<file path="config.mk">
export PLATFORM = sky130hd
export DESIGN_NAME = ram_arbiter
export DESIGN_NICKNAME = d
export VERILOG_FILES = /design/src/rtl/ram_arb_pkg.sv /design/src/rtl/ram_arbiter_dl_fifo.sv /design/src/rtl/ram_arbiter.sv
export SDC_FILE = /design/constraint.sdc
export NUM_CORES = 1
export LEC_CHECK = 0
export BUFFER_PORTS_ARGS = -buffer_cell sky130_fd_sc_hd__buf_2
export CAP_MARGIN = 20
export CORE_MARGIN = 4
export CORE_UTILIZATION = 54
export CTS_CLUSTER_SIZE = 14
export DETAILED_ROUTE_END_ITERATION = 10
export GPL_ROUTABILITY_DRIVEN = 0
export PLACE_DENSITY = 0.9
export SLEW_MARGIN = 20
export SYNTH_ARGS = -nofsm -noshare
export SYNTH_HDL_FRONTEND = slang
export SYNTH_HIERARCHICAL = 1
export SYNTH_SLANG_ARGS = --single-unit
export TNS_END_PERCENT = 10
</file>
<file path="constraint.sdc">
create_clock -name clk_sys -period 3.15 [get_ports clk_sys]
set_input_delay 0.315 -clock clk_sys [delete_from_list [all_inputs] [get_ports clk_sys]]
set_output_delay 0.315 -clock clk_sys [all_outputs]
set_load 0.005 [all_outputs]
</file>
<file path="src/rtl/ram_arb_pkg.sv">
// Shared types and constants for the HT1080Z system-RAM arbiter.
// Latency: none (declarations only).
// Backpressure: none (declarations only).
package ram_arb_pkg;

  // Owner of an issued RAM access, carried down the tag pipeline
  typedef enum logic [1:0] {
    NONE = 2'd0,
    VID  = 2'd1,
    DL   = 2'd2,
    CPU  = 2'd3
  } owner_t;

  // Video RAM window and download image base inside the 128 KiB RAM
  localparam logic [16:0] VRAM_BASE = 17'h03C00;
  localparam logic [16:0] DL_BASE   = 17'h10000;

  // Download FIFO entry: {addr[16:0], data[7:0]}
  localparam int DL_ADDR_W  = 17;
  localparam int DL_DATA_W  = 8;
  localparam int DL_ENTRY_W = DL_ADDR_W + DL_DATA_W;

  // Video offset mapped onto the RAM: VRAM_BASE | offset (base is 1 KiB aligned)
  function automatic logic [16:0] vram_addr(input logic [9:0] ofs);
    return VRAM_BASE | {7'h00, ofs};
  endfunction

  // Only the low 128 KiB of the download address space lands in this RAM
  function automatic logic dl_in_range(input logic [24:0] addr);
    return (addr[24:17] == 8'h00);
  endfunction

endpackage

</file>
<file path="src/rtl/ram_arbiter_dl_fifo.sv">
// Synchronous FIFO buffering download writes ({addr[16:0], data[7:0]} entries).
// Latency: a pushed entry is visible at the head the cycle after the push.
// Backpressure: none upstream; a push on full is refused unless a pop frees a slot the same cycle.
module dl_fifo
  import ram_arb_pkg::*;
#(
  parameter int DEPTH = 4
) (
  input  logic                  clk_sys,
  input  logic                  reset_n,
  input  logic                  i_push,
  input  logic [DL_ENTRY_W-1:0] i_push_dat,
  input  logic                  i_pop,
  output logic [DL_ENTRY_W-1:0] o_head_dat,
  output logic                  o_full,
  output logic                  o_empty
);

  localparam int             AW       = $clog2(DEPTH);
  localparam logic [AW-1:0]  PTR_ONE  = AW'(1);
  localparam logic [AW:0]    CNT_ONE  = (AW + 1)'(1);
  localparam logic [AW:0]    CNT_FULL = (AW + 1)'(DEPTH);

  logic [DL_ENTRY_W-1:0] r_mem [DEPTH];
  logic [AW-1:0]         r_wr_ptr;
  logic [AW-1:0]         r_rd_ptr;
  logic [AW:0]           r_count;
  logic                  w_push_ok;
  logic                  w_pop_ok;

  assign o_empty    = (r_count == '0);
  assign o_full     = (r_count == CNT_FULL);
  assign w_pop_ok   = i_pop & ~o_empty;
  // A pop in the same cycle frees the slot, so a push on full still lands
  assign w_push_ok  = i_push & (~o_full | w_pop_ok);
  assign o_head_dat = r_mem[r_rd_ptr];

  // Entry storage; contents are only meaningful while the count says so
  always_ff @(posedge clk_sys) begin
    if (w_push_ok) begin
      r_mem[r_wr_ptr] <= i_push_dat;
    end
  end

  // Pointer and occupancy bookkeeping; power-of-two depth lets pointers wrap naturally
  always_ff @(posedge clk_sys or negedge reset_n) begin
    if (!reset_n) begin
      r_wr_ptr <= '0;
      r_rd_ptr <= '0;
      r_count  <= '0;
    end else begin
      if (w_push_ok) begin
        r_wr_ptr <= r_wr_ptr + PTR_ONE;
      end
      if (w_pop_ok) begin
        r_rd_ptr <= r_rd_ptr + PTR_ONE;
      end
      case ({w_push_ok, w_pop_ok})
        2'b10:   r_count <= r_count + CNT_ONE;
        2'b01:   r_count <= r_count - CNT_ONE;
        default: r_count <= r_count;
      endcase
    end
  end

endmodule

</file>
<file path="src/rtl/ram_arbiter.sv">
// Single-port RAM arbiter: video > download FIFO > CPU, one access per clock (RAM_ARB_WDOG_EN adds a CPU starvation watchdog).
// Latency: grant in N drives ram_* in N+1; vid_valid / cpu_ack with read data in N+2.
// Backpressure: video never blocked; download buffered (drop + sticky dl_overflow when full); CPU held off via req/ack.
module ram_arbiter
  import ram_arb_pkg::*;
#(
  parameter int DL_FIFO_DEPTH = 4,
  parameter int CPU_MAX_WAIT  = 8
) (
  input  logic        clk_sys,
  input  logic        reset_n,
  // HPS download stream
  input  logic        dn_go,
  input  logic        dn_wr,
  input  logic [24:0] dn_addr,
  input  logic [7:0]  dn_data,
  output logic        dl_overflow,
  // Z80 bus
  input  logic        cpu_req,
  input  logic        cpu_we,
  input  logic [15:0] cpu_addr,
  input  logic [7:0]  cpu_wdata,
  output logic        cpu_ack,
  output logic [7:0]  cpu_rdata,
  // Video fetch
  input  logic        vid_req,
  input  logic [9:0]  vid_addr,
  output logic        vid_valid,
  output logic [7:0]  vid_rdata,
  // RAM macro
  output logic [16:0] ram_addr,
  output logic        ram_we,
  output logic [7:0]  ram_wdata,
  input  logic [7:0]  ram_rdata
);

  // ---------------------------------------------------------------------------
  // State
  // ---------------------------------------------------------------------------
  logic [16:0] r_ram_addr;
  logic        r_ram_we;
  logic [7:0]  r_ram_wdata;
  owner_t      r_tag1;        // owner of the access currently on ram_*
  owner_t      r_tag2;        // owner of the access whose data is on ram_rdata
  logic        r_cpu_busy;
  logic        r_dl_overflow;
  logic        r_dn_go_d;

  // ---------------------------------------------------------------------------
  // Download FIFO
  // ---------------------------------------------------------------------------
  logic                  w_dl_push;
  logic                  w_dl_pop;
  logic                  w_dl_drop;
  logic                  w_fifo_full;
  logic                  w_fifo_empty;
  logic [DL_ENTRY_W-1:0] w_fifo_head;
  logic [DL_ENTRY_W-1:0] w_fifo_in;

  assign w_dl_push = dn_wr & dn_go & dl_in_range(dn_addr);
  assign w_fifo_in = {dn_addr[16:0], dn_data};
  // A byte is lost only when the FIFO is full and nothing drains this cycle
  assign w_dl_drop = w_dl_push & w_fifo_full & ~w_dl_pop;

  dl_fifo #(
    .DEPTH (DL_FIFO_DEPTH)
  ) u_dl_fifo (
    .clk_sys    (clk_sys),
    .reset_n    (reset_n),
    .i_push     (w_dl_push),
    .i_push_dat (w_fifo_in),
    .i_pop      (w_dl_pop),
    .o_head_dat (w_fifo_head),
    .o_full     (w_fifo_full),
    .o_empty    (w_fifo_empty)
  );

  // ---------------------------------------------------------------------------
  // Grant decision
  // ---------------------------------------------------------------------------
  logic   w_cpu_want;
  logic   w_cpu_urgent;
  logic   w_gnt_vid;
  logic   w_gnt_dl;
  logic   w_gnt_cpu;
  owner_t w_owner;

  assign w_cpu_want = cpu_req & ~r_cpu_busy;

`ifdef RAM_ARB_WDOG_EN
  localparam int                WAIT_W   = $clog2(CPU_MAX_WAIT + 1);
  localparam logic [WAIT_W-1:0] WAIT_MAX = WAIT_W'(CPU_MAX_WAIT);
  localparam logic [WAIT_W-1:0] WAIT_ONE = WAIT_W'(1);

  logic [WAIT_W-1:0] r_wait_cnt;

  // Once the CPU has been bypassed CPU_MAX_WAIT times it outranks download once
  assign w_cpu_urgent = w_cpu_want & (r_wait_cnt == WAIT_MAX);

  // Count cycles a ready CPU request is passed over; saturate at the threshold
  always_ff @(posedge clk_sys or negedge reset_n) begin
    if (!reset_n) begin
      r_wait_cnt <= '0;
    end else if (w_gnt_cpu) begin
      r_wait_cnt <= '0;
    end else if (w_cpu_want && (r_wait_cnt != WAIT_MAX)) begin
      r_wait_cnt <= r_wait_cnt + WAIT_ONE;
    end
  end
`else
  // Strict priority: the watchdog threshold has no function in this build
  logic w_unused_max_wait;
  assign w_unused_max_wait = (CPU_MAX_WAIT != 0);
  assign w_cpu_urgent      = 1'b0;
`endif

  assign w_gnt_vid = vid_req;
  assign w_gnt_cpu = ~vid_req & w_cpu_want & (w_fifo_empty | w_cpu_urgent);
  assign w_gnt_dl  = ~vid_req & ~w_fifo_empty & ~w_gnt_cpu;
  assign w_dl_pop  = w_gnt_dl;

  // Encode the winner for the tag pipeline
  always_comb begin
    w_owner = NONE;
    if (w_gnt_vid) begin
      w_owner = VID;
    end else if (w_gnt_dl) begin
      w_owner = DL;
    end else if (w_gnt_cpu) begin
      w_owner = CPU;
    end
  end

  // ---------------------------------------------------------------------------
  // RAM command registers
  // ---------------------------------------------------------------------------
  // Register the granted access onto the RAM port; address and data hold when idle
  always_ff @(posedge clk_sys or negedge reset_n) begin
    if (!reset_n) begin
      r_ram_addr  <= '0;
      r_ram_we    <= 1'b0;
      r_ram_wdata <= '0;
    end else if (w_gnt_vid) begin
      r_ram_addr  <= vram_addr(vid_addr);
      r_ram_we    <= 1'b0;
    end else if (w_gnt_dl) begin
      r_ram_addr  <= w_fifo_head[DL_ENTRY_W-1:DL_DATA_W];
      r_ram_wdata <= w_fifo_head[DL_DATA_W-1:0];
      r_ram_we    <= 1'b1;
    end else if (w_gnt_cpu) begin
      r_ram_addr  <= {1'b0, cpu_addr};
      r_ram_wdata <= cpu_wdata;
      r_ram_we    <= cpu_we;
    end else begin
      r_ram_we    <= 1'b0;
    end
  end

  // Two-stage owner pipeline lining up with the RAM's one-cycle read latency
  always_ff @(posedge clk_sys or negedge reset_n) begin
    if (!reset_n) begin
      r_tag1 <= NONE;
      r_tag2 <= NONE;
    end else begin
      r_tag1 <= w_owner;
      r_tag2 <= r_tag1;
    end
  end

  // CPU may have only one access in flight; released when its ack leaves
  always_ff @(posedge clk_sys or negedge reset_n) begin
    if (!reset_n) begin
      r_cpu_busy <= 1'b0;
    end else if (w_gnt_cpu) begin
      r_cpu_busy <= 1'b1;
    end else if (r_tag2 == CPU) begin
      r_cpu_busy <= 1'b0;
    end
  end

  // Sticky overflow flag, re-armed by the start of the next download session
  always_ff @(posedge clk_sys or negedge reset_n) begin
    if (!reset_n) begin
      r_dn_go_d     <= 1'b0;
      r_dl_overflow <= 1'b0;
    end else begin
      r_dn_go_d <= dn_go;
      if (w_dl_drop) begin
        r_dl_overflow <= 1'b1;
      end else if (dn_go && !r_dn_go_d) begin
        r_dl_overflow <= 1'b0;
      end
    end
  end

  // ---------------------------------------------------------------------------
  // Outputs
  // ---------------------------------------------------------------------------
  assign ram_addr    = r_ram_addr;
  assign ram_we      = r_ram_we;
  assign ram_wdata   = r_ram_wdata;
  assign dl_overflow = r_dl_overflow;

  // Read data comes straight off the RAM in the cycle the tag reaches stage 2
  assign vid_valid = (r_tag2 == VID);
  assign vid_rdata = vid_valid ? ram_rdata : 8'h00;
  assign cpu_ack   = (r_tag2 == CPU);
  assign cpu_rdata = cpu_ack ? ram_rdata : 8'h00;

endmodule

</file>
After elaboration in Yosys (flattened, before gate mapping):

Memories as Yosys holds them, arrays and structs flattened.
Cells that the tools add are included.

* add/subtract/negate cells: 4
* equal/unequal tests: 5
* mux-type cells: 20
* bitwise gates (word level): 18
* reduce and logical (&&, ||, !) cells: 10

Operators with widths (number)
* $mux W17: 3
* $mux W8: 4
* $and A1 B1 Y1: 11
* $mux W1: 9
* $logic_not A8 Y1: 1
* $reduce_bool A2 Y1: 4
* $mux W2: 3
* $not A1 Y1: 6
* $pmux W3 S2: 1
* $add A2 B1 Y2 const B: 2
* $eq A2 B1 Y1 const B: 2
* $eq A2 B2 Y1 const B: 2
* $add A3 B1 Y3 const B: 1
* $eq A3 B3 Y1 const B: 1
* $logic_not A3 Y1: 1
* $reduce_bool A3 Y1: 1
* $sub A3 B1 Y3 const B: 1
* $reduce_and A2 Y1: 1
* $logic_and A1 B1 Y1: 1
* $logic_not A1 Y1: 1
* $or A1 B1 Y1: 1

* register bits after elaboration: 40
* RAM bits: 100
* logic and storage cells: 69
* memories kept: 1

Memories
* u_dl_fifo.r_mem: words 4, bits a word 25, rd ports 1, clocked after memory_dff 0, wr ports 1, RTL line ram_arbiter_dl_fifo.sv:24 `logic [DL_ENTRY_W-1:0] r_mem [DEPTH];`

Logic depth before layout (Yosys ltp):

Gate-level depths: netlist of the first run.

* word-level depth: 11
* gate-level depth with buffers: 11
* gate-level depth less buffers: 8

Hierarchy:

Netlist of the first run, hierarchy kept.

By module, submodules not included
* dl_fifo: times used 1, cells each 179, area each 4135.2 um^2, seq. area each 3178.0 um^2
* ram_arbiter: times used 1, cells each 165, area each 1759.2 um^2, seq. area each 825.8 um^2

Worst setup path after synthesis of the first run:

No wires, ideal clock.

* kind: register to register
* start: reg u_dl_fifo.r_count[0]
* end: reg u_dl_fifo.r_count[1]
* setup time: 87 ps
* data arrival time: 2485 ps
* data required time: 3063 ps
* setup slack: 578 ps
* stages on the path, launching flop included: 11
* buffers on the path: 2
* cells stage by stage: dfrtp_1 -> nor3_1 -> buf_2 -> nor2_4 -> buf_2 -> o31a_1 -> or2b_1 -> fa_1 -> o21ba_2 -> o211ai_1 -> a22oi_1

* longest elaborated chain between the ends: 9

Ends and longest elaborated chain
* start: declaration: RTL line ram_arbiter_dl_fifo.sv:27 `logic [AW:0] r_count;`
* start signal: assignment: RTL line ram_arbiter_dl_fifo.sv:59 `2'b10: r_count <= r_count + CNT_ONE;`
* start signal: assignment: RTL line ram_arbiter_dl_fifo.sv:60 `2'b01: r_count <= r_count - CNT_ONE;`
* start signal: assignment: RTL line ram_arbiter_dl_fifo.sv:61 `default: r_count <= r_count;`
* $logic_not A3 Y1 *: RTL line ram_arbiter_dl_fifo.sv:31 `assign o_empty = (r_count == '0);`
* net w_fifo_empty: RTL line ram_arbiter.sv:56 `logic w_fifo_empty;`
* $not A1 Y1 or $and A1 B1 Y1 (tied branches): RTL line ram_arbiter.sv:119, ram_arbiter.sv:118
* $and A1 B1 Y1 or $not A1 Y1 (tied branches): RTL line ram_arbiter.sv:119 `assign w_gnt_dl = ~vid_req & ~w_fifo_empty & ~w_gnt_cpu;`
* $and A1 B1 Y1 *: RTL line ram_arbiter.sv:119
* net w_dl_pop: RTL line ram_arbiter.sv:53 `logic w_dl_pop;`
* $and A1 B1 Y1 *: RTL line ram_arbiter_dl_fifo.sv:33 `assign w_pop_ok = i_pop & ~o_empty;`
* $or A1 B1 Y1: RTL line ram_arbiter_dl_fifo.sv:35 `assign w_push_ok = i_push & (~o_full | w_pop_ok);`
* $and A1 B1 Y1: RTL line ram_arbiter_dl_fifo.sv:35
* $eq A2 B1 Y1 or $eq A2 B2 Y1 (tied branches): RTL line ram_arbiter_dl_fifo.sv:58 `case ({w_push_ok, w_pop_ok})`
* $pmux W3 S2 or $reduce_bool A2 Y1 (tied branches)

The timed path passes the listed nets; every way through them passes the cells marked *.
A chain may end at the register's enable or synchronous reset.

Final worst setup path of the first run:

* start: reg u_dl_fifo.r_count[2]
* end: reg u_dl_fifo.r_count[2]

Same word-level chain as after synthesis.

==> results of run 1 <==
-- worst register-to-register path: stages, from the launching register on --
cell and delay [ns]:
dfrtp_1 0.54, nor3_2 0.13, nor2_4 0.47, o31a_1 0.36, or2b_1 0.27, fa_1 0.39, nand2b_1 0.19, o32ai_2 0.27
xor2_1 0.17
-- metal layers --
layer	vias up	share of wire, %	global-route usage, %
li1	1626	-	-
met1	1823	37	27.2
met2	190	53	39.4
met3	32	7.7	6.90
met4	4	2.1	7.45
met5	-	0.16	0
-- cells in the final DEF, fill, tap and decap left out, types with 3 or more instances in the layout --
cell / count
buf_2: 126
edfxtp_1: 100
dfrtp_1: 39
mux2_2: 28
mux4_2: 25
nand2_1: 18
clkbuf_16: 16
and2_1: 13
o21ai_0: 13
dlygate4sd3_1: 12
mux2i_1: 11
buf_4: 11
nand3_1: 10
and3_1: 8
nand2b_1: 7
inv_1: 6
nor2_1: 5
nand4b_1: 4
clkinvlp_4: 4
xor2_1: 4
ha_1: 4
clkinv_4: 3
-- repair_timing --
item	in CTS	in global routing
endpoints found under the hold margin	78	0
hold buffers	12	0
resized for setup	0	0
setup endpoints to repair	0	0
-- through the flow --
stage	std cells	utilization [%]	power, W
6_report	642	70.6	0.00586
5_1_grt	642	70.6	0.00613
4_1_cts	642	70.6	0.00589
3_5_place_dp	598	64.1	0.00396
3_3_place_gp	598	64.1	0.00387
2_1_floorplan	344	-	0.00347
-- flip-flops by register name, summed over array words and instances, names as in the netlist, 2 cells and up --
name / cells
r_tag1: 2
r_tag2: 2
ram_addr: 17
ram_wdata: 8
u_dl_fifo/r_count: 3
u_dl_fifo/r_mem: 100
u_dl_fifo/r_rd_ptr: 2
u_dl_fifo/r_wr_ptr: 2
-- cell type report --
type	count	area share [%]
sequential	140	54.2
multi-input combinational	177	23.7
timing repair buffer	151	11.8
clock buffer	18	5.66
tap	136	2.30
clock inverter	14	1.98
inverter	6	0.305
-- cells by family (layout without fill, tap and decap cells) --
logic type,count (synthesis),count (layout),synth area share (%)
flops,140,140,67.9
simple gates,76,76,7.62
buf+inv,27,189,2.42
fa+ha+maj,5,5,1.19
xor+xnor,6,6,0.892
compound gates,25,25,2.99
mux,65,65,17.0
-- report_power, final --
| part | internal [W] | switching (W) | leakage [nW] |
|---|---|---|---|
| combinational | 0.000851 | 0.000765 | 1.28 |
| clock | 0.00113 | 0.000767 | 0.263 |
| sequential | 0.00218 | 0.000178 | 1.37 |
| total | 0.00415 | 0.00171 | 2.91 |
-- final timing paths --
check,end,cells after the start
setup / recovery,u_dl_fifo/r_count[2]$_DFFE_PN0P_,8
hold / removal,u_dl_fifo/r_mem[3][10]$_DFFE_PP_,1
setup reg to reg,u_dl_fifo/r_count[2]$_DFFE_PN0P_,8
hold reg to reg,r_tag2[0]$_DFF_PN0_,0
max in group asynchronous,u_dl_fifo/r_rd_ptr[0]$_DFFE_PN0N_,2
min in group asynchronous,dl_overflow$_DFFE_PN0P_,2
==> impl_metrics.py, run 1 <==
metrics = {
    "placed_design": {
        "portBuffers": 126,
        "dp_slack_ns": 0.449,
        "place_hpwl_um": 8640,
        "placed_area_mm2": 0.00670,
    },
    "worst_setup_path": {
        "crit_type": "register to register",
        "path_cells": "nor3_2 > nor2_4 > o31a_1 > or2b_1 > fa_1 > nand2b_1 > o32ai_2 > xor2_1",
        "critPathTopFamily": "simple AND/OR/NAND/NOR gates",
        "crit_fanout": 17,
        "cp.arrival_ns": 3.31,
        "critPathLaunchType": "register",
        "worstReg2RegStart": "u_dl_fifo/r_count[2]$_DFFE_PN0P_",
        "setup.worst_path.end_class": "register",
        "critPathMaxStageDelay_ns": 0.54,
        "path_buf_inv": 0,
        "rrSetupSlack_ns": 0.28,
        "slowest_stage": "dfrtp_1",
        "required_ns": 3.60,
        "crit_path_start": "u_dl_fifo/r_count[2]$_DFFE_PN0P_",
    },
    "finish": {
        "num-fill-cells": 633,
        "syn_to_final_growth_pct": 25.3,
        "seqCellArea_mm2": 0.00401,
        "diodes": 0,
        "drive_above_1_share_pct": 45.7,
        "nets": 580,
        "fin_area_mm2": 0.00739,
        "multi_input_area_mm2": 0.00175,
    },
    "timing": {
        "setup_violations": 0,
        "hold_slack_ns": 0.0169,
        "maxSlewViolCount": 0,
        "min_period_ns": 2.87,
        "max_slew_margin_pct": 34.5,
        "post-route-period-util_pct": 91.1,
        "max_freq_mhz": 348,
        "rsz0062_at_grt": "no",
        "tightest_slew_ns": 0.982,
        "finalHoldViolCount": 0,
        "fin_setup_tns_ns": 0,
        "fin_ws_ns": 0.280,
        "finalClockSkew_ns": 0.00799,
    },
    "synth": {
        "synthFlopType": "edfxtp_1",
        "netlist_instances": 344,
        "yosysMostFrequentCell": "edfxtp_1",
        "netlist.area_leader.share_pct": 50.9,
        "synth_edf_count": 100,
        "yosys_warnings": 6,
        "yosys-top-cells-area": "edfxtp_1 51%, dfrtp_1 17%, mux4_2 9.6%",
        "synth.distinct_cells": 44,
        "synth_common_cells": "100 x edfxtp_1, 40 x dfrtp_1, 28 x mux2_2, 25 x mux4_2, 18 x nand2_1",
        "ys_seq_area_share_pct": 67.9,
        "synth-seq-cells": 140,
        "yosys.area.top_type": "edfxtp_1",
        "syn-num-nets": 431,
        "synth.avg_cell_area_um2": 17.1,
        "synth_area_mm2": 0.00589,
        "synth-async-reset-ratio_pct": 28.6,
    },
    "floorplanning": {
        "die_x_um": 112,
        "die_area_mm2": 0.0127,
        "fp.dieH_um": 112,
        "core_area_mm2": 0.0105,
        "initial_core_util_pct": 56.3,
        "rows": 37,
        "io_pins": 127,
    },
    "power": {
        "p_leak_nw": 2.91,
        "p_per_area_mw_per_mm2": 794,
        "ir_worst_vdd_mv": 0.485,
    },
    "clock_tree": {
        "clk_latency_ns": 0.53,
        "postCtsSetupRepairBufs": 0,
        "cts_buffers": 17,
        "ctsLongestPathBuffers": 2,
        "path_clk_slew_ns": 0.06,
        "htreeDepth": 4,
        "cts_tree": "yes",
        "cts_sinks": 140,
        "clockRootBuffer": "clkbuf_8",
    },
    "detailed_routing": {
        "route.detailed.drc": 0,
        "vias_per_cell": 5.72,
        "first_pass_iters": 5,
        "drt_iter0_drc": 230,
        "vias": 3675,
        "finalWirelength_um": 13900,
        "wl_per_cell_um": 21.7,
        "ant_nets": 0,
    },
    "global_routing": {
        "grt_max_degree": 41,
        "grt_pass1_wl_um": 21500,
        "grt_pass1_vias": 3889,
        "grt_util_all_layers_pct": 22.7,
        "grt.overflow.total": 0,
        "antenna_found_initial": 2,
    },
    "job": {
        "cap_violations": 0,
    },
    "min_path": {
        "hp-class": "primary input to register",
        "min_from": "dn_addr[2]",
    },
    "status": {
        "status": "completed",
    },
}
No activity file was read; power rests on OpenSTA's default activity.
==> run 2, diff against run 1 <==
--- a/config.mk
+++ b/config.mk
@@ -12,10 +12,9 @@
 export CTS_CLUSTER_SIZE = 14
 export DETAILED_ROUTE_END_ITERATION = 10
 export GPL_ROUTABILITY_DRIVEN = 0
-export PLACE_DENSITY = 0.9
+export PLACE_DENSITY = 0.91
 export SLEW_MARGIN = 20
 export SYNTH_ARGS = -nofsm -noshare
 export SYNTH_HDL_FRONTEND = slang
-export SYNTH_HIERARCHICAL = 1
 export SYNTH_SLANG_ARGS = --single-unit
 export TNS_END_PERCENT = 10
==> impl_metrics.py, run 2 <==
metrics = {
    "detailed_routing": {
        "first_pass_iters": 5,
        "route.detailed.drc": 0,
        "finalWirelength_um": 12800,
        "wl_per_cell_um": 19.8,
        "vias": 3616,
        "drt_iter0_drc": 287,
        "ant_nets": 0,
        "vias_per_cell": 5.60,
    },
    "floorplanning": {
        "fp.dieH_um": 111,
        "die_x_um": 111,
        "die_area_mm2": 0.0122,
        "rows": 37,
        "io_pins": 127,
        "initial_core_util_pct": 55.3,
        "core_area_mm2": 0.0103,
    },
    "finish": {
        "mostFrequentLayoutCell": "buf_2",
        "num-fill-cells": 644,
        "multi_input_area_mm2": 0.00151,
        "top_register": "u_dl_fifo.r_mem",
        "seqCellArea_mm2": 0.00401,
        "stdcell_count": 646,
        "syn_to_final_growth_pct": 26.4,
        "diodes": 0,
        "final_cell_mix": "126 x buf_2, 100 x edfxtp_1, 39 x dfrtp_1, 32 x nand2_1, 25 x nor2_1",
        "drive_above_1_share_pct": 36.7,
        "nets": 585,
        "largest_reg_flops": 100,
    },
    "power": {
        "power_frac_clock_pct": 34.8,
        "swShare_pct": 27.6,
        "sequentialPowerShare_pct": 44.0,
        "power.switching_w": 0.00152,
        "p_leak_nw": 2.90,
        "p_total_w": 0.00552,
        "p_int_w": 0.00400,
        "comb_power_share_pct": 21.2,
        "p_per_area_mw_per_mm2": 768,
        "ir_worst_vdd_mv": 0.604,
    },
    "synth": {
        "synth_common_cells": "100 x edfxtp_1, 40 x dfrtp_1, 32 x nand2_1, 25 x nor2_1",
        "synthFlopType": "edfxtp_1",
        "syn-num-nets": 430,
        "ys_seq_area_share_pct": 70.4,
        "synth_area_mm2": 0.00569,
        "yosysMostFrequentCell": "edfxtp_1",
        "synth-seq-cells": 140,
        "yosys.area.top_type": "edfxtp_1",
        "netlist_instances": 342,
        "synth.avg_cell_area_um2": 16.6,
        "synth.distinct_cells": 40,
        "netlist.area_leader.share_pct": 52.8,
        "yosys-top-cells-area": "edfxtp_1 53%, dfrtp_1 18%, mux4_2 7.5%",
        "synth_edf_count": 100,
        "synth-async-reset-ratio_pct": 28.6,
        "yosys_warnings": 0,
    },
    "timing": {
        "finalHoldViolCount": 0,
        "maxSlewViolCount": 0,
        "min_period_ns": 2.34,
        "finalClockSkew_ns": 0.0105,
        "max_freq_mhz": 428,
        "rsz0062_at_grt": "no",
        "tightest_slew_ns": 0.976,
        "max_slew_margin_pct": 35.0,
        "post-route-period-util_pct": 74.2,
        "fin_setup_tns_ns": 0,
        "setup_violations": 0,
    },
    "worst_setup_path": {
        "required_ns": 3.60,
        "slowest_stage": "dfrtp_1",
        "critPathMaxStageDelay_ns": 0.47,
        "path_buf_inv": 2,
        "critPathMostFrequentCell": "xor2_1",
        "crit_fanout": 24,
        "setup.worst_path.end_class": "register",
        "path_cells": "nor3_4 > or2_4 > inv_4 > ha_1 > inv_1 > fa_1 > xor2_1 > nor2_1 > xor2_1",
        "cp.arrival_ns": 2.78,
        "critPathTopFamily": "adder cells",
        "crit_type": "register to register",
        "critPathLaunchType": "register",
    },
    "clock_tree": {
        "ctsLongestPathBuffers": 2,
        "cts_buffers": 17,
        "cts_tree": "yes",
        "cts_sinks": 140,
        "post_cts_resized": 0,
        "clk_latency_ns": 0.53,
        "htreeDepth": 4,
        "path_clk_slew_ns": 0.06,
        "postCtsSetupRepairBufs": 0,
        "clockRootBuffer": "clkbuf_8",
    },
    "placed_design": {
        "portBuffers": 126,
        "dp_cells": 594,
        "place_hpwl_um": 8400,
    },
    "global_routing": {
        "grt.overflow.total": 0,
        "grt_max_degree": 41,
        "grt_pass1_vias": 3905,
        "grt_util_all_layers_pct": 22.1,
        "antenna_found_initial": 0,
        "grt_pass1_wl_um": 20600,
    },
    "job": {
        "cap_violations": 0,
    },
    "min_path": {
        "hp-class": "primary input to register",
    },
    "status": {
        "status": "completed",
    },
}
==> run 2: cell families after synthesis <==
kind of cell             count (synthesis)  synth area share, %
flip-flops                             140                 70.4
XOR/XNOR                                 6                0.924
multiplexers                            29                 11.0
AO/OA/AOI/OAI                           44                 5.30
buffers and inverters                   26                 3.10
AND/OR/NAND/NOR                         91                 7.79
adder cells (fa/ha/maj)                  6                 1.45
==> run 2: final cells by class <==
type                       count  area share (%)
clock buffer                  18            5.81
timing repair buffer         153            12.5
sequential                   140            55.7
inverter                       9           0.505
tap                          136            2.37
multi-input combinational    176            21.0
clock inverter                14            2.12
==> run 2: stage by stage <==
stage	setup WS [ns]	hold WS (ns)	cell area [µm²]	util (%)
CTS	0.817	0.00153	7190	70.0
finish	0.814	0.0235	7190	70.0
global route	0.653	0.00894	7190	70.0
detailed placement	0.773	0.338	6420	62.5
floorplan	1.14	0.0194	5690	-
global placement	0.890	0.333	6420	62.5
==> run 2: power by group through the flow <==
stage	registers [W]	logic [W]	clock network (W)
after global placement	0.00245	0.00109	0
after detailed placement	0.00247	0.00114	0
after floorplan	0.00233	0.000878	0
after CTS	0.00244	0.00118	0.00195
final	0.00243	0.00117	0.00192
after global routing	0.00247	0.00127	0.00204
==> run 2: worst paths after layout <==
| path | startpoint | to | slack (ns) | depth (start not counted) |
|---|---|---|---|---|
| max | u_dl_fifo.r_count[0]$_DFFE_PN0P_ | u_dl_fifo.r_count[2]$_DFFE_PN0P_ | 0.81 | 9 |
| min reg2reg | r_tag1[1]$_DFF_PN0_ | r_tag2[1]$_DFF_PN0_ | 0.35 | 0 |
| min in group asynchronous | reset_n | ram_addr[15]$_DFFE_PN0P_ | 0.49 | 2 |
| max reg2reg | u_dl_fifo.r_count[0]$_DFFE_PN0P_ | u_dl_fifo.r_count[2]$_DFFE_PN0P_ | 0.81 | 9 |
| max in group asynchronous | reset_n | u_dl_fifo.r_rd_ptr[0]$_DFFE_PN0N_ | 1.99 | 2 |
| min | dn_addr[11] | u_dl_fifo.r_mem[3][19]$_DFFE_PP_ | 0.02 | 1 |
==> run 2: per-layer routing <==
metal	vias up	global-route usage, %	part of all wire [%]
li1	1622	-	-
met1	1810	25.7	38
met2	160	37.7	53
met3	24	5.97	6.7
met4	0	11.2	2.3
met5	-	0	0
==> run 2: worst register-to-register path: stages (launching register included) <==
cell and delay (ns):
dfrtp_1 0.47, nor3_4 0.11, or2_4 0.32, inv_4 0.23
ha_1 0.25, inv_1 0.07, fa_1 0.38, xor2_1 0.16
nor2_1 0.12, xor2_1 0.15
==> run 2: repair_timing <==
| action | CTS | global route |
|---|---|---|
| hold buffers | 20 | 0 |
| hold endpoints to repair | 111 | 0 |
| endpoints found under the setup margin | 0 | 0 |
==> run 3, diff against run 2 <==
--- a/config.mk
+++ b/config.mk
@@ -8,11 +8,11 @@
 export BUFFER_PORTS_ARGS = -buffer_cell sky130_fd_sc_hd__buf_2
 export CAP_MARGIN = 20
 export CORE_MARGIN = 4
-export CORE_UTILIZATION = 54
+export CORE_UTILIZATION = 49
 export CTS_CLUSTER_SIZE = 14
 export DETAILED_ROUTE_END_ITERATION = 10
 export GPL_ROUTABILITY_DRIVEN = 0
-export PLACE_DENSITY = 0.91
+export PLACE_DENSITY = 0.87
 export SLEW_MARGIN = 20
 export SYNTH_ARGS = -nofsm -noshare
 export SYNTH_HDL_FRONTEND = slang
==> constraint.sdc (replaced) <==
create_clock -name clk_sys -period 2.1 [get_ports clk_sys]
set_input_delay 0.21 -clock clk_sys [delete_from_list [all_inputs] [get_ports clk_sys]]
set_output_delay 0.21 -clock clk_sys [all_outputs]
set_load 0.005 [all_outputs]
==> impl_metrics.py, run 3 (same netlist as run 2, synthesis figures left out) <==
metrics = {
    "status": {
        "status": "completed",
    },
    "detailed_routing": {
        "finalWirelength_um": 13000,
        "vias_per_cell": 5.47,
        "vias": 3587,
        "wl_per_cell_um": 19.9,
        "drt_iter0_drc": 277,
        "ant_nets": 0,
        "first_pass_iters": 5,
        "route.detailed.drc": 0,
    },
    "timing": {
        "post-route-period-util_pct": 99.4,
        "finalHoldViolCount": 0,
        "finalClockSkew_ns": 0.00830,
        "fin_ws_ns": 0.0128,
        "max_slew_margin_pct": 36.6,
        "setup_violations": 0,
        "maxSlewViolCount": 0,
        "hold_slack_ns": 0.0145,
        "max_freq_mhz": 479,
        "min_period_ns": 2.09,
        "tightest_slew_ns": 0.952,
        "fin_setup_tns_ns": 0,
    },
    "global_routing": {
        "grt.overflow.total": 0,
        "grt_util_all_layers_pct": 20.3,
        "grt_max_degree": 41,
        "grt_pass1_vias": 3695,
        "antenna_found_initial": 1,
        "grt_pass1_wl_um": 19800,
    },
    "placed_design": {
        "portBuffers": 126,
        "dp_slack_ns": 0.0197,
        "place_hpwl_um": 8980,
    },
    "worst_setup_path": {
        "critPathLaunchType": "primary input",
        "setup.worst_path.end_class": "register",
        "reg2reg_to": "u_dl_fifo.r_count[2]$_DFFE_PN0P_",
        "crit_type": "primary input to register",
        "crit_fanout": 3,
        "cp.arrival_ns": 2.42,
        "worstReg2RegStart": "u_dl_fifo.r_count[0]$_DFFE_PN0P_",
        "reg2reg_depth": 10,
        "rrSetupSlack_ns": 0.05,
        "required_ns": 2.43,
    },
    "clock_tree": {
        "clk_latency_ns": 0.41,
        "cts_tree": "yes",
        "ctsLongestPathBuffers": 2,
        "path_clk_slew_ns": 0.05,
        "cts_sinks": 140,
        "htreeDepth": 4,
        "clockRootBuffer": "clkbuf_16",
        "cts_buffers": 17,
    },
    "min_path": {
        "hp-class": "primary input to register",
        "holdPathStages": 1,
        "min_from": "dn_addr[4]",
        "min_to": "u_dl_fifo.r_mem[2][12]$_DFFE_PP_",
    },
    "floorplanning": {
        "fp.dieH_um": 116,
        "rows": 39,
        "initial_core_util_pct": 50.0,
        "die_x_um": 116,
        "die_area_mm2": 0.0134,
        "core_area_mm2": 0.0114,
        "io_pins": 127,
    },
    "finish": {
        "nets": 588,
        "final_cell_mix": "126 x buf_2, 100 x edfxtp_1, 38 x dfrtp_1, 32 x nand2_1, 25 x nor2_1",
        "top_register": "u_dl_fifo.r_mem",
        "num-fill-cells": 778,
        "largest_reg_flops": 100,
        "diodes": 0,
        "mostFrequentLayoutCell": "buf_2",
        "syn_to_final_growth_pct": 25.9,
        "drive_above_1_share_pct": 40.2,
    },
    "power": {
        "p_leak_nw": 2.91,
        "power_frac_clock_pct": 32.3,
        "swShare_pct": 27.5,
        "comb_power_share_pct": 24.2,
        "power.switching_w": 0.00225,
        "p_int_w": 0.00592,
        "sequentialPowerShare_pct": 43.4,
        "ir_worst_vdd_mv": 0.660,
        "p_per_area_mw_per_mm2": 1140,
    },
    "job": {
        "cap_violations": 0,
    },
}
run 3: final cells by class:
| class | instances | area, µm² | area share [%] |
|---|---|---|---|
| Clock buffer | 23 | 448 | 6.25 |
| Timing Repair Buffer | 156 | 896 | 12.5 |
| Clock inverter | 9 | 72.6 | 1.01 |
| Sequential cell | 140 | 4010 | 55.9 |
| Tap cell | 143 | 179 | 2.50 |
| Inverter | 9 | 36.3 | 0.507 |
| Multi-Input combinational cell | 176 | 1520 | 21.3 |
run 3: worst max-delay path by stage:
stage	slack [ns]	start	endpoint
2_1_floorplan	0.10	u_dl_fifo.r_count[0]$_DFFE_PN0P_	u_dl_fifo.r_count[2]$_DFFE_PN0P_
3_3_place_gp	0.16	u_dl_fifo.r_count[0]$_DFFE_PN0P_	u_dl_fifo.r_count[2]$_DFFE_PN0P_
6_report	0.01	dn_go	u_dl_fifo.r_count[2]$_DFFE_PN0P_
3_5_place_dp	0.02	u_dl_fifo.r_count[0]$_DFFE_PN0P_	u_dl_fifo.r_count[2]$_DFFE_PN0P_
4_1_cts	0.002	u_dl_fifo.r_count[0]$_DFFE_PN0P_	u_dl_fifo.r_count[2]$_DFFE_PN0P_
5_1_grt	-0.07	dn_go	u_dl_fifo.r_count[2]$_DFFE_PN0P_
run 3: through the flow:
step / instances / power (W) / instance area (µm²) / utilization, %
2_1_floorplan: 342 / 0.00482 / 5690 / -
3_5_place_dp: 616 / 0.00556 / 6550 / 57.6
3_3_place_gp: 616 / 0.00545 / 6550 / 57.6
4_1_cts: 654 / 0.00824 / 7140 / 62.8
5_1_grt: 656 / 0.00856 / 7160 / 63.0
6_report: 656 / 0.00817 / 7160 / 63.0
run 3: power groups by stage:
stage / Clock (W) / Combinational (W) / Sequential [W]
5_1_grt: 0.00281 / 0.00216 / 0.00359
3_5_place_dp: 0 / 0.00196 / 0.00360
4_1_cts: 0.00269 / 0.00200 / 0.00356
2_1_floorplan: 0 / 0.00132 / 0.00350
3_3_place_gp: 0 / 0.00188 / 0.00356
6_report: 0.00264 / 0.00198 / 0.00355
run 3: timing repair:
item,4_1_cts,5_1_grt
resized for setup,2,3
buffers inserted,0,2
pin swaps,0,2
endpoints found under the setup margin,1,2
endpoints found under the hold margin,54,0
hold buffers,6,0
run 3: critical path, cell delays in order:
cell and delay, ns:
dlygate4sd3_1 0.54, buf_2 0.14, nor4bb_2 0.16, nand3_1 0.08
and2b_1 0.21, inv_1 0.07, ha_2 0.19, inv_1 0.06
fa_2 0.34, xor2_1 0.15, nor2_1 0.12, xor2_1 0.16
run 3: metal layers:
metal  routed length (µm)  up-vias  global-route usage (%)
met5                    7        -                       0
met4                  284        2                    7.73
met3                 1250       24                    5.85
met2                 6790      172                    35.2
met1                 4720     1763                    24.2
li1                     -     1626                       -
